===== src/rtl/switch_debouncer.sv =====
// Switch input conditioner: synchronizer, per-bit debounce counter, registered edge strobes.
// Output follows a bit after STABLE_CYCLES consecutive enabled mismatching samples.
module switch_debouncer #(
  parameter int unsigned WIDTH         = 4,
  parameter int unsigned SYNC_STAGES   = 2,
  parameter int unsigned STABLE_CYCLES = 16
) (
  input  logic             clock,
  input  logic             n_reset,
  input  logic             sample_en,
  input  logic [WIDTH-1:0] switch_raw,
  output logic [WIDTH-1:0] switch_out,
  output logic [WIDTH-1:0] rise,
  output logic [WIDTH-1:0] fall,
  output logic             changed
);

  localparam int unsigned CW = (STABLE_CYCLES > 1) ? $clog2(STABLE_CYCLES) : 1;
  localparam logic [CW-1:0] CNT_MAX = CW'(STABLE_CYCLES - 1);

  logic [SYNC_STAGES-1:0][WIDTH-1:0] sync_q, sync_d;
  logic [WIDTH-1:0][CW-1:0]          cnt_q, cnt_d;
  logic [WIDTH-1:0]                  out_q, out_d;
  logic [WIDTH-1:0]                  rise_q, rise_d;
  logic [WIDTH-1:0]                  fall_q, fall_d;
  logic                              changed_q, changed_d;
  logic [WIDTH-1:0]                  synced;

  assign synced = sync_q[SYNC_STAGES-1];

  always_comb begin
    sync_d[0] = switch_raw;
    for (int s = 1; s < SYNC_STAGES; s++) begin
      sync_d[s] = sync_q[s-1];
    end
  end

  // Any agreement clears the count, even with sample_en low; mismatches only count when enabled.
  always_comb begin
    cnt_d  = cnt_q;
    out_d  = out_q;
    rise_d = '0;
    fall_d = '0;
    for (int i = 0; i < WIDTH; i++) begin
      if (synced[i] == out_q[i]) begin
        cnt_d[i] = '0;
      end else if (sample_en) begin
        if (cnt_q[i] == CNT_MAX) begin
          out_d[i]  = synced[i];
          cnt_d[i]  = '0;
          rise_d[i] = synced[i];
          fall_d[i] = ~synced[i];
        end else begin
          cnt_d[i] = cnt_q[i] + CW'(1);
        end
      end
    end
    changed_d = |(rise_d | fall_d);
  end

  always_ff @(posedge clock) begin
    if (!n_reset) begin
      sync_q    <= '0;
      cnt_q     <= '0;
      out_q     <= '0;
      rise_q    <= '0;
      fall_q    <= '0;
      changed_q <= 1'b0;
    end else begin
      sync_q    <= sync_d;
      cnt_q     <= cnt_d;
      out_q     <= out_d;
      rise_q    <= rise_d;
      fall_q    <= fall_d;
      changed_q <= changed_d;
    end
  end

  assign switch_out = out_q;
  assign rise       = rise_q;
  assign fall       = fall_q;
  assign changed    = changed_q;

endmodule

===== config.mk =====
export PLATFORM = sky130hd
export DESIGN_NAME = switch_debouncer
export DESIGN_NICKNAME = d
export VERILOG_FILES = /design/src/rtl/switch_debouncer.sv
export SDC_FILE = /design/constraint.sdc
export NUM_CORES = 1
export LEC_CHECK = 0
export ABC_AREA = 1
export BUFFER_PORTS_ARGS = -buffer_cell sky130_fd_sc_hd__clkbuf_2
export CAP_MARGIN = 20
export CELL_PAD_IN_SITES_DETAIL_PLACEMENT = 0
export CELL_PAD_IN_SITES_GLOBAL_PLACEMENT = 2
export CORE_MARGIN = 3
export CORE_UTILIZATION = 34
export CTS_CLUSTER_DIAMETER = 200
export DETAILED_ROUTE_END_ITERATION = 10
export PLACE_DENSITY_LB_ADDON = 0.25
export SLEW_MARGIN = 20
export SYNTH_ARGS = -nofsm -noshare
export SYNTH_HDL_FRONTEND = slang
export SYNTH_SLANG_ARGS = --single-unit

===== constraint.sdc =====
create_clock -name clock -period 2 [get_ports clock]
set_input_delay 0.1 -clock clock [delete_from_list [all_inputs] [get_ports clock]]
set_output_delay 0.1 -clock clock [all_outputs]
set_load 0.1 [all_outputs]

**After elaboration in Yosys (flattened, before gate mapping)**

Index checks and enable logic that the tools add are counted.

- Output and inout port bits: 13
- Flip-flop bits (word level): 37
- Logic and storage cells: 72
- Bits of input ports: 7

- Mux-type cells: 28
- Add/subtract/negate cells: 4
- Bitwise logic cells: 10
- Equality and inequality tests: 8
- Reductions and logical operators: 9

Operators with widths:

| cell | number |
|---|---|
| two-way mux 1 bit | 24 |
| adder 4 x 1 -> 4 bit, second input constant | 4 |
| equality test 4 bit, second input constant | 4 |
| two-way mux 4 bit | 4 |
| AND reduction 3 bit | 4 |
| inverter 1 bit | 9 |
| OR reduction 2 bit | 4 |
| equality test 1 bit | 4 |
| bitwise OR 4 bit | 1 |
| OR reduction 4 bit | 1 |

**Longest topological paths before layout**

- Word-level depth: 6
- Mapped depth: 7
- Mapped depth without buffers: 7

**Worst setup path before layout**

No wires, ideal clock.

- Path kind: register to register
- Start: reg out_q[0], in the netlist switch_out[0]
- End: reg out_q[0], in the netlist switch_out[0]
- Setup time: 0.116 ns
- Data required time: 1.884 ns
- Clock period less this slack: 1.598 ns
- Path buffers: 0
- Data arrival time: 1.482 ns
- Stages on the path, launching flop included: 8
- Path slack: 0.402 ns
- Path through: dfxtp_1 inv_1 nand2_1 nand2_1 nand2_1 inv_1 nand3_1 nand2_1

- Cells in the longest elaborated chain, start to end: 3

RTL lines:

| item | RTL line | source |
|---|---|---|
| start: declaration | 23 | `logic [WIDTH-1:0] out_q, out_d;` |
| start signal: assignment | 72 | `out_q <= out_d;` |
| equality test 1 bit | 45 | `if (synced[i] == out_q[i]) begin` |
| inverter 1 bit (no line) | -- |  |
| AND reduction 3 bit (no line) | -- |  |

No other way between the ends.
A chain may end at the register's enable or synchronous reset.

**Worst setup path in the final report**

- Start: reg out_q[0], in the netlist switch_out[0]
- End: out switch_out[0]

RTL lines:

| item | RTL line | source |
|---|---|---|
| end: declaration | 12 | `output logic [WIDTH-1:0] switch_out,` |

No word-level cell between the ends.

==> summary.md <==
| Metric | Value |
|---|---|
| Minimum clock period | 1.25 ns |
| F_max | roughly 800 MHz |
| Row count | 23 |
| Cells after Synth | 195 |
| Setup TNS | 0 ns |
| First-pass GRT wire length | a little under 5000 µm |
| Layout cells sized above 1 | ~14% |
| Crit Path Max Fanout | 4 |
| Synth Net Count | 206 |
| Die Span Y | 72.1 µm |
| Syn avg cell area | approximately 7.6 µm² |
| Buf/Inv on CP | 1 |
| Top cell type's share of synthesized area | 49.8% |
| Dpl hpwl | 2060 µm |
| # DRC | 0 |
| Pin count of the biggest net entering global routing | 22 |
| Crit path DAT | 1.15 ns |
| Cells after DPL | 260 |
| Fill count | 439 |
| Core area | slightly above 4000 µm² |
| EDFF count, synth | 0 |
| Worst path slowest cell | clkbuf_2 |
| Top_reg_cell synth | dfxtp_1 |
| Root Buffer | clkbuf_8 |
| Total Wirelength | between 2000 and 3000 µm |
| Total die area | 5200 µm² |
| Final nets | 232 |
| Post-DRT Antenna Nets | 0 |
| Number of synthesized register bits | 37 |
| CP required | about 1.9 ns |
| Cell taking the most area after synthesis | dfxtp_1 |
| Clock sinks | 37 |
| Pre-antenna DRT Iters | 4 |
| Most frequent cell after synthesis | nand2_1 |
| Finish-stage setup viols | 0 |
| Initial Util | 36.2% |
| Final setup margin | between 0.7 and 0.8 ns |
| GPL Wtd Cong | about 0.74 |
| Max-slew headroom | about 64% |
| WS Path Type | flip-flop to output pin |
| Die width | 72.1 µm |
| Switching portion of total power | roughly 19% |
| Via count | 1205 |
| Commonest cells post-synth | 56 x nand2_1, 37 x dfxtp_1, 30 x inv_1, 16 x nand3_1, 16 x nor2_1 |
| Worst Skew | roughly 0.0053 ns |
| Clk Latency, worst-skew pair | 0.28 ns |
| Hold Path Class | input port to flip-flop |
| Gate power share | ~3.3% |
| WHS | 0.262 ns |
| Number of global-route vias before repair | between 1000 and 1500 |
| Register clock-pin slew on the reported worst setup and hold paths | 0.07 ns |
| CP Launch Type | flip-flop |
| Status | completed |
| LEAKAGE | roughly 0.82 nW |
| Clock share of power | about 45% |
| Power Density | 821 nW/µm² |
| Ys async rst share | 0% |
| Register area share after synthesis | about half |
| Ys Warns | 0 |
| Slew Viols, Final | 0 |
| Final Hold Viols | 0 |
| Htree depth | 2 |
| Slew @ Worst Pin | 0.548 ns |
| Synth area leaders | dfxtp_1 50%, nand2_1 14%, inv_1 7.6%, nand3_1 5.4%, nor2_1 4.0% |
| P&R area growth vs syn | 18.9% |
| Switching power of the nets | between 200 and 300 µW |
| Pre-CTS setup slack | 0.761 ns |
| Worst-path cell chain | clkbuf_2 |
| Post-synth cell types | 21 |
| # IOs | 20 |
| Post-CTS Setup Inserts | 0 |
| Mapped Area | about 1500 µm² |
| Slowest stage delay, CP | about 0.48 ns |
| Total CTS buffers | 5 |
| Crit path max-delay family | buffers and inverters |
| Crit. End Element | output pin |
| Final period util | 62.6% |
| Input/output buffers | 19 |
| Drt wl/cell | 10.0 µm |
| Tot GR Track Use | between 10% and 20% |
| CTS tree | built |
| Reg power frac | between 50% and 60% |
| Design area | 1770 µm² |
| Peak supply drop | 420 µV |
| Internal | around 1.2 mW |
| Cell Count, Final, Fillers Out | 272 |
| Max Root-Sink Buffers | 2 |
| Final Power | 1.45 mW |
| Vias per cell | about 4.4 |
| Initial antenna violation count | 0 |
| Grt total ovfl | 0 |
| Diodes inserted | 0 |
| Max-cap violations | 0 |
| Placement Cell Area | 1610 µm² |
| Unrepaired setup endpoints after global routing | no |
| Initial DRC Count | 34 |
| Final Util | 43.0% |
-- sequential cells by signal, summed over array words and instances, names as in the netlist --
register	cells
cnt_q	16
changed	1
sync_d	4
fall	4
synced	4
rise	4
switch_out	4
-- power groups by stage --
stage          Sequential (mW)  Combinational, mW  Clock [mW]
2_1_floorplan            0.766             0.0348           0
3_3_place_gp             0.767             0.0415           0
3_5_place_dp             0.767             0.0427           0
4_1_cts                  0.750             0.0488       0.679
5_1_grt                  0.751             0.0558       0.705
6_report                 0.750             0.0479       0.654
-- final cells by class --
type                            count  area, µm²  area share, %
Inverter                           32        120           6.79
Sequential cell                    37        741           41.9
Multi-Input combinational cell    122        594           33.6
Clock inverter                      1       30.0           1.70
Timing Repair Buffer               23        135           7.64
Tap cell                           50       62.6           3.54
Clock buffer                        7       86.3           4.88
-- routing by layer --
| layer | up-vias | global-route usage, % | routed length (µm) |
|---|---|---|---|
| li1 | 653 | - | - |
| met1 | 523 | 14.1 | 1300 |
| met2 | 21 | 20.0 | 1230 |
| met3 | 8 | 3.32 | 117 |
| met4 | 0 | 6.89 | 69 |
| met5 | - | 0 | 0 |
-- final timing paths --
path | slack, ns | from | depth (start not counted) | end
max | 0.75 | switch_out[0] | 1 | switch_out[0]
min reg2reg | 0.41 | sync_d[6] | 2 | synced[2]
min | 0.26 | n_reset | 3 | synced[3]
max reg2reg | 0.78 | cnt_q[0] | 7 | changed
-- what timing repair did --
item                                   4_1_cts  5_1_grt
hold buffers                                 4        0
endpoints found under the hold margin        4        0
gates resized for setup                      0        0
-- worst reg2reg max path, stage by stage, from the launching register on --
cell and delay (ns):
dfxtp_1 0.36, ha_1 0.20, nand2_1 0.10, nor2_1 0.21, nand2_1 0.12, nand2_1 0.08
nor2_1 0.04, nor2_1 0.07
-- cells in the final DEF (no fill, tap or decap), drive strengths merged --
cell type,count
o21ai,3
clkbuf,26
a21oi,10
nor3,7
clkinv,1
xor2,4
bufinv,1
ha,4
nand3,18
nor3b,1
nand2,57
inv,31
nor2,18
dfxtp,37
dlygate4sd3,4
-- kinds of logic (layout without fill, tap and decap cells) --
| kind of cell | after synthesis | in the layout | synth area share [%] |
|---|---|---|---|
| AO/OA/AOI/OAI | 13 | 13 | 4.37 |
| XOR/XNOR | 4 | 4 | 2.35 |
| adder cells (fa/ha/maj) | 4 | 4 | 3.36 |
| buffers and inverters | 36 | 63 | 10.3 |
| flip-flops | 37 | 37 | 49.8 |
| AND/OR/NAND/NOR | 101 | 101 | 29.9 |
No activity file was read; power rests on OpenSTA's default activity.
